### src/rtl/mixer_pkg.sv
// Shared constants, FSM state type and accumulator sizing for band_mixer.
// Optional macro BAND_MIXER_ROUND_EN adds a rounding guard bit to the accumulator.
package mixer_pkg;

    localparam int unsigned MIX_DATA_W    = 24;
    localparam int unsigned MIX_GAIN_W    = 8;
    localparam int unsigned MIX_GAIN_FRAC = 6;

`ifdef BAND_MIXER_ROUND_EN
    // Headroom for the half-LSB rounding bias.
    localparam int unsigned MIX_GUARD_W = 1;
`else
    localparam int unsigned MIX_GUARD_W = 0;
`endif

    typedef enum logic [1:0] {
        IDLE = 2'd0,
        MAC  = 2'd1,
        OUT  = 2'd2
    } mix_state_e;

    // Product width plus enough growth to sum every band without wrapping.
    function automatic int unsigned acc_width(input int unsigned data_w,
                                              input int unsigned gain_w,
                                              input int unsigned bands);
        return data_w + gain_w + 1 + $clog2(bands) + MIX_GUARD_W;
    endfunction

endpackage

### src/rtl/mixer_sat.sv
// Combinational shift / optional round / clamp of the MAC accumulator.
// With BAND_MIXER_ROUND_EN defined, half an output LSB is added before the shift.
module mixer_sat
    import mixer_pkg::*;
#(
    parameter int unsigned ACC_W     = 35,
    parameter int unsigned DATA_W    = MIX_DATA_W,
    parameter int unsigned GAIN_FRAC = MIX_GAIN_FRAC
) (
    input  logic signed [ACC_W-1:0]  acc_i,
    output logic        [DATA_W-1:0] data_o,
    output logic                     clip_o
);

    localparam logic signed [ACC_W-1:0] SAT_MAX =
        {{(ACC_W-DATA_W+1){1'b0}}, {(DATA_W-1){1'b1}}};
    localparam logic signed [ACC_W-1:0] SAT_MIN =
        {{(ACC_W-DATA_W+1){1'b1}}, {(DATA_W-1){1'b0}}};

`ifdef BAND_MIXER_ROUND_EN
    localparam logic signed [ACC_W-1:0] RND_BIAS =
        (GAIN_FRAC > 0) ? (ACC_W'(1) << ((GAIN_FRAC > 0) ? GAIN_FRAC - 1 : 0)) : '0;
`else
    localparam logic signed [ACC_W-1:0] RND_BIAS = '0;
`endif

    logic signed [ACC_W-1:0] biased;
    logic signed [ACC_W-1:0] shifted;

    // Bias, arithmetic shift (floor), then clamp to the signed output range.
    always_comb begin
        biased  = acc_i + RND_BIAS;
        shifted = biased >>> GAIN_FRAC;
        clip_o  = 1'b0;
        data_o  = shifted[DATA_W-1:0];
        if (shifted > SAT_MAX) begin
            data_o = SAT_MAX[DATA_W-1:0];
            clip_o = 1'b1;
        end else if (shifted < SAT_MIN) begin
            data_o = SAT_MIN[DATA_W-1:0];
            clip_o = 1'b1;
        end
    end

endmodule

### src/rtl/band_mixer.sv
// N-band gain-and-sum stage: captures a frame, runs a shared-multiplier MAC over
// the bands, then emits one saturated sample with a one-cycle valid pulse.
// Optional macro BAND_MIXER_ROUND_EN selects round-half-up instead of truncation.
module band_mixer
    import mixer_pkg::*;
#(
    parameter int unsigned BANDS     = 4,
    parameter int unsigned DATA_W    = MIX_DATA_W,
    parameter int unsigned GAIN_W    = MIX_GAIN_W,
    parameter int unsigned GAIN_FRAC = MIX_GAIN_FRAC
) (
    input  logic                    clk_i,
    input  logic                    rst_i,
    input  logic [BANDS*DATA_W-1:0] data_i,
    input  logic [BANDS*GAIN_W-1:0] gain_i,
    input  logic                    ena_i,
    input  logic                    clr_i,
    output logic [DATA_W-1:0]       data_o,
    output logic                    ena_o,
    output logic                    clip_o,
    output logic                    busy_o,
    output logic                    overrun_o
);

    localparam int unsigned ACC_W  = acc_width(DATA_W, GAIN_W, BANDS);
    localparam int unsigned PROD_W = DATA_W + GAIN_W + 1;
    localparam int unsigned IDX_W  = (BANDS > 1) ? $clog2(BANDS) : 1;
    localparam logic [IDX_W-1:0] LAST_IDX = IDX_W'(BANDS - 1);

    mix_state_e state_q, state_d;

    logic [DATA_W-1:0] sample_q [BANDS];
    logic [GAIN_W-1:0] gain_q   [BANDS];

    logic [IDX_W-1:0]        idx_q, idx_d;
    logic signed [ACC_W-1:0] acc_q, acc_d;
    logic signed [PROD_W-1:0] prod;
    logic [DATA_W-1:0]       cur_sample;
    logic [GAIN_W-1:0]       cur_gain;
    logic                    capture;
    logic                    ovr_set;

    logic [DATA_W-1:0] sat_data;
    logic              sat_clip;

    logic [DATA_W-1:0] data_q;
    logic              ena_q;
    logic              clip_q;
    logic              busy_q;
    logic              overrun_q;

    // Shared multiplier: signed sample times zero-extended gain.
    always_comb begin
        cur_sample = sample_q[idx_q];
        cur_gain   = gain_q[idx_q];
        prod = $signed({{(GAIN_W+1){cur_sample[DATA_W-1]}}, cur_sample})
             * $signed({{(DATA_W+1){1'b0}}, cur_gain});
    end

    // FSM next state, MAC accumulate and band index sequencing.
    always_comb begin
        state_d = state_q;
        idx_d   = idx_q;
        acc_d   = acc_q;
        capture = 1'b0;
        unique case (state_q)
            IDLE: begin
                if (ena_i) begin
                    capture = 1'b1;
                    acc_d   = '0;
                    idx_d   = '0;
                    state_d = MAC;
                end
            end
            MAC: begin
                acc_d = acc_q + ACC_W'(prod);
                if (idx_q == LAST_IDX) begin
                    idx_d   = '0;
                    state_d = OUT;
                end else begin
                    idx_d = idx_q + 1'b1;
                end
            end
            OUT: begin
                state_d = IDLE;
            end
            default: begin
                state_d = IDLE;
            end
        endcase
    end

    // A strobe that lands while a frame is in flight is dropped and flagged.
    assign ovr_set = ena_i && (state_q != IDLE);

    mixer_sat #(
        .ACC_W     (ACC_W),
        .DATA_W    (DATA_W),
        .GAIN_FRAC (GAIN_FRAC)
    ) u_sat (
        .acc_i  (acc_q),
        .data_o (sat_data),
        .clip_o (sat_clip)
    );

    // Frame capture: samples and gains are frozen for the whole MAC pass.
    always_ff @(posedge clk_i) begin
        if (rst_i) begin
            for (int k = 0; k < int'(BANDS); k++) begin
                sample_q[k] <= '0;
                gain_q[k]   <= '0;
            end
        end else if (capture) begin
            for (int k = 0; k < int'(BANDS); k++) begin
                sample_q[k] <= data_i[k*DATA_W +: DATA_W];
                gain_q[k]   <= gain_i[k*GAIN_W +: GAIN_W];
            end
        end
    end

    // FSM, accumulator, index and registered outputs.
    always_ff @(posedge clk_i) begin
        if (rst_i) begin
            state_q   <= IDLE;
            idx_q     <= '0;
            acc_q     <= '0;
            data_q    <= '0;
            ena_q     <= 1'b0;
            clip_q    <= 1'b0;
            busy_q    <= 1'b0;
            overrun_q <= 1'b0;
        end else begin
            state_q   <= state_d;
            idx_q     <= idx_d;
            acc_q     <= acc_d;
            busy_q    <= (state_d != IDLE);
            ena_q     <= (state_q == OUT);
            clip_q    <= (state_q == OUT) && sat_clip;
            // Set has priority over clear.
            overrun_q <= ovr_set | (overrun_q & ~clr_i);
            if (state_q == OUT) begin
                data_q <= sat_data;
            end
        end
    end

    assign data_o    = data_q;
    assign ena_o     = ena_q;
    assign clip_o    = clip_q;
    assign busy_o    = busy_q;
    assign overrun_o = overrun_q;

endmodule

### config.mk
export PLATFORM = sky130hd
export DESIGN_NAME = band_mixer
export DESIGN_NICKNAME = d
export VERILOG_FILES = /design/src/rtl/mixer_pkg.sv /design/src/rtl/mixer_sat.sv /design/src/rtl/band_mixer.sv
export SDC_FILE = /design/constraint.sdc
export NUM_CORES = 1
export LEC_CHECK = 0
export BUFFER_PORTS_ARGS = -buffer_cell sky130_fd_sc_hd__buf_2
export CAP_MARGIN = 10
export CORE_MARGIN = 2
export CORE_UTILIZATION = 45
export DETAILED_ROUTE_END_ITERATION = 16
export PLACE_DENSITY = 0.7
export SLEW_MARGIN = 10
export SYNTH_ARGS = -nofsm -noshare
export SYNTH_HDL_FRONTEND = slang
export SYNTH_SLANG_ARGS = --single-unit
### constraint.sdc
create_clock -name clk_i -period 8.2 [get_ports clk_i]
set_clock_uncertainty 0.15 [all_clocks]
set_input_delay 1.64 -clock clk_i [delete_from_list [all_inputs] [get_ports clk_i]]
set_output_delay 1.64 -clock clk_i [all_outputs]
set_load 0.01 [all_outputs]
==> impl_results.md <==
- Result of the run: completed
- IO Count: 160
- Fraction of the yosys area taken by sequential cells: between 30 and 40%
- Total Power Consumption: about 5.8 mW
- Tightest Pin Transition: between 0.9 and 1 ns
- Smallest setup slack after layout: ~1.1 ns
- Switching part of the total: approximately 48%
- Count of endpoints failing hold in the final timing report: 0
- Logic pwr share: 63.5%
- Biggest area consumer among synthesized cells: sky130_fd_sc_hd__edfxtp_1
- Synthesized net count: ~2000
- Final-stage net count: ~2100
- Pre-CTS worst setup slack: 1.19 ns
- Maximum clock path buffer count: 2
- Top cells by area, synth: sky130_fd_sc_hd__edfxtp_1 (24%), sky130_fd_sc_hd__fa_1 (23%), sky130_fd_sc_hd__dfxtp_1 (8.6%)
- Worst relative slew slack: a little under two fifths
- Setup violators final: 0
- Remaining global-route overflow: 0
- Proportion of layout cells with a drive suffix above 1: ~15%
- Clock latency on the worst-skew pair: roughly 0.47 ns
- Total power density per cell area: around 330 mW/mm^2
- GRT Resource Usage Total: between 15 and 20%
- CTS tree: yes
- Design internal power: approximately 3.0 mW
- Synth Flop Type: sky130_fd_sc_hd__edfxtp_1
- Post-CTS setup repair buffer count: 0
- Classification of the worst-slack hold path: reg2reg
- Initial antenna violation count: 0
- Number of standard cells after synthesis: 1604
- IO buf count: between 150 and 200
- Max Slew Vio Count: 0
- Synth top area share: roughly 24%
- Average wire per cell in the routed design: roughly 16 um
- Average cell area after synthesis: between 9 and 10 um^2
- Effective utilization at floorplan: between 40% and 50%
- Antenna cell count: 0
- Post-route minimum period: approximately 7 ns
- Fraction of registers with async set or reset after synthesis: 0%
- Post-CTS sizing: 0
- Remaining antenna violation count after routing: 0
- Depth of the CTS H-tree: 4
- Synthesis-to-finish area growth: 11.4%
- Placer's final routability congestion estimate: approximately 0.89
- Vert. Die Dim: just under 200 um
- Number of buffers inserted for hold repair after clock tree synthesis: 0
- Arrival time of the worst setup path: between 7 and 8 ns
- Clock-pin transition on the worst setup and hold timing paths: 0.08 ns
- Critical path required time: 8.44 ns
- EDFF count, synth: between 100 and 150
- Switching pwr: roughly 2.8 mW
- Via density per instance: around 5
- Count of standard-cell rows: 68
- Core Box Area: 0.0347 mm^2
- Via count of the routed design: between 10000 and 15000
- Full die area: roughly 0.037 mm^2
- Pleak: about 8.3 nW
- DRC violations left: 0
- RSZ-0062 raised after global routing: false
- Vias in the first global route: 11300
- Post-route fraction of the period consumed by the critical path: 86.2%
- Synthesis-stage register bit count: between 150 and 200
- Largest net degree at the start of global routing: approximately 130
- Sum Neg Setup Slack: 0 ns
- Number of buffers inserted during clock tree synthesis: 17
- Crit path kind: reg2reg
- Area of all placed cells without fillers: 0.0178 mm^2
- Non-filler instance count after layout: between 2000 and 2500
- Kind of end point of the critical path: flop
- Most instantiated cells after synthesis: sky130_fd_sc_hd__inv_1 (249), sky130_fd_sc_hd__fa_1 (183), sky130_fd_sc_hd__nand2_1 (159), sky130_fd_sc_hd__nor2_1 (144), sky130_fd_sc_hd__and2_1 (142)
- Synth warn: 0
- Number of different library cells in the post-synthesis netlist: 68
- Largest fanout of any net on the critical path: 19
- Count leader, synth: sky130_fd_sc_hd__inv_1
- Sequential group share of total power: between 20% and 30%
- Chip width: between 150 and 200 um
- Maximum vdd drop: 0.191 mV
- Post-detail-place hpwl: 27.4 mm
- Root buffer selected by CTS: sky130_fd_sc_hd__clkbuf_16
- Final wirelength: 35.0 mm
- Number of placed instances, taps included: roughly 2200
- Number of iterations in the first detailed-routing pass: 5
- Netlist Area Pre-Place: between 0.015 and 0.02 mm^2
- Placed cell areas: 0.0172 mm^2
- Number of fillers in the final layout: 3166
- Clock Power Share: between 10% and 20%
- 1st-iter DRT viols: roughly 520
- Fmax achieved: approximately 140 MHz
- Setup crit start kind: flop
- Maximum capacitance violations: 0
- Number of clock sinks: 197
- First-pass GRT wire length: 57.7 mm
## final timing paths
| kind | cells after the start | to | slack [ns] | from |
|---|---|---|---|---|
| setup / recovery | 20 | acc_q[34] | 1.13 | flop |
| hold / removal | 2 | acc_q[30] | 0.30 | acc_q[30] |
| setup reg to reg | 20 | acc_q[34] | 1.13 | flop |
| hold reg to reg | 2 | acc_q[30] | 0.30 | acc_q[30] |
## power by group through the flow
stage          Combinational (mW)  Clock, mW  Sequential [mW]
6_report                     3.68      0.877             1.23
5_1_grt                      4.19      0.928             1.25
4_1_cts                      3.68      0.889             1.23
2_1_floorplan                2.95          0             1.23
3_5_place_dp                 3.63          0             1.26
3_3_place_gp                 3.57          0             1.25
## area by class of cell
| type | instances | area (um^2) | share of cell area (%) |
|---|---|---|---|
| clock inverter | 15 | 174 | 0.978 |
| clock buffer | 17 | 425 | 2.39 |
| sequential | 197 | 5230 | 29.4 |
| inverter | 249 | 935 | 5.26 |
| tap | 455 | 569 | 3.20 |
| multi-input combinational | 1089 | 9530 | 53.6 |
| timing repair buffer | 175 | 928 | 5.22 |
## metrics by stage
stage / hold WS [ns] / util [%]
final: 0.300 / 51.2
after global routing: 0.313 / 51.2
after CTS: 0.299 / 51.2
after detailed placement: 0.288 / 49.5
after global placement: 0.289 / 49.5
after floorplan: 0.275 / -
## logic make-up (layout without fill, tap and decap cells)
kind of cell / count (synthesis) / count (layout) / synth area share (%)
buffers and inverters: 318 / 456 / 7.79
XOR/XNOR: 30 / 30 / 1.65
flip-flops: 197 / 197 / 32.7
adder cells (fa/ha/maj): 259 / 259 / 28.9
multiplexers: 58 / 58 / 4.60
AND/OR/NAND/NOR: 528 / 528 / 15.8
AO/OA/AOI/OAI: 214 / 214 / 8.53
## cells in the final DEF (no fill, tap or decap), types with 13 or more instances in the layout
master	n
sky130_fd_sc_hd__mux2i_1	25
sky130_fd_sc_hd__xnor2_1	15
sky130_fd_sc_hd__ha_1	76
sky130_fd_sc_hd__mux2_2	22
sky130_fd_sc_hd__and2_1	142
sky130_fd_sc_hd__buf_2	159
sky130_fd_sc_hd__o21ai_0	34
sky130_fd_sc_hd__o21a_1	22
sky130_fd_sc_hd__nand2_1	159
sky130_fd_sc_hd__a21oi_1	65
sky130_fd_sc_hd__a21o_1	20
sky130_fd_sc_hd__buf_4	15
sky130_fd_sc_hd__clkbuf_16	17
sky130_fd_sc_hd__xor2_1	15
sky130_fd_sc_hd__a22oi_1	13
sky130_fd_sc_hd__fa_1	183
sky130_fd_sc_hd__nor2_1	143
sky130_fd_sc_hd__inv_1	249
sky130_fd_sc_hd__nor2b_1	15
sky130_fd_sc_hd__o21ai_1	20
sky130_fd_sc_hd__nor3_1	30
sky130_fd_sc_hd__edfxtp_1	128
sky130_fd_sc_hd__dfxtp_1	67
## metal layers
metal	global-route usage, %	share of wire, %
met5	0	0
met2	30.0	43
met3	2.91	5.3
met4	5.52	1.2
met1	29.7	50
## worst max-delay path: stages, from the launching register on
cell	delay (ns)
sky130_fd_sc_hd__dfxtp_2	0.65
sky130_fd_sc_hd__buf_4	0.35
sky130_fd_sc_hd__mux2_2	0.38
sky130_fd_sc_hd__o21ai_0	0.55
sky130_fd_sc_hd__nor2_1	0.14
sky130_fd_sc_hd__fa_1	0.60
sky130_fd_sc_hd__fa_1	0.45
sky130_fd_sc_hd__fa_1	0.52
sky130_fd_sc_hd__fa_1	0.55
sky130_fd_sc_hd__inv_1	0.05
sky130_fd_sc_hd__fa_1	0.51
sky130_fd_sc_hd__inv_1	0.05
sky130_fd_sc_hd__ha_1	0.44
sky130_fd_sc_hd__a21oi_1	0.19
sky130_fd_sc_hd__o21bai_2	0.21
sky130_fd_sc_hd__nor2_1	0.06
sky130_fd_sc_hd__a21oi_1	0.30
sky130_fd_sc_hd__nand2_2	0.11
sky130_fd_sc_hd__a21o_1	0.20
sky130_fd_sc_hd__or4_1	0.47
sky130_fd_sc_hd__nand4_1	0.08
## flip-flops by register name (all words and copies together) (netlist names), named ones only
signal and count:
sample_q 96, ena_o 1, data_o 24, state_q 2, idx_q 2, overrun_o 1, busy_o 1, acc_q 35
clip_o 1, gain_q 32
(Power assumes the default switching activity.)
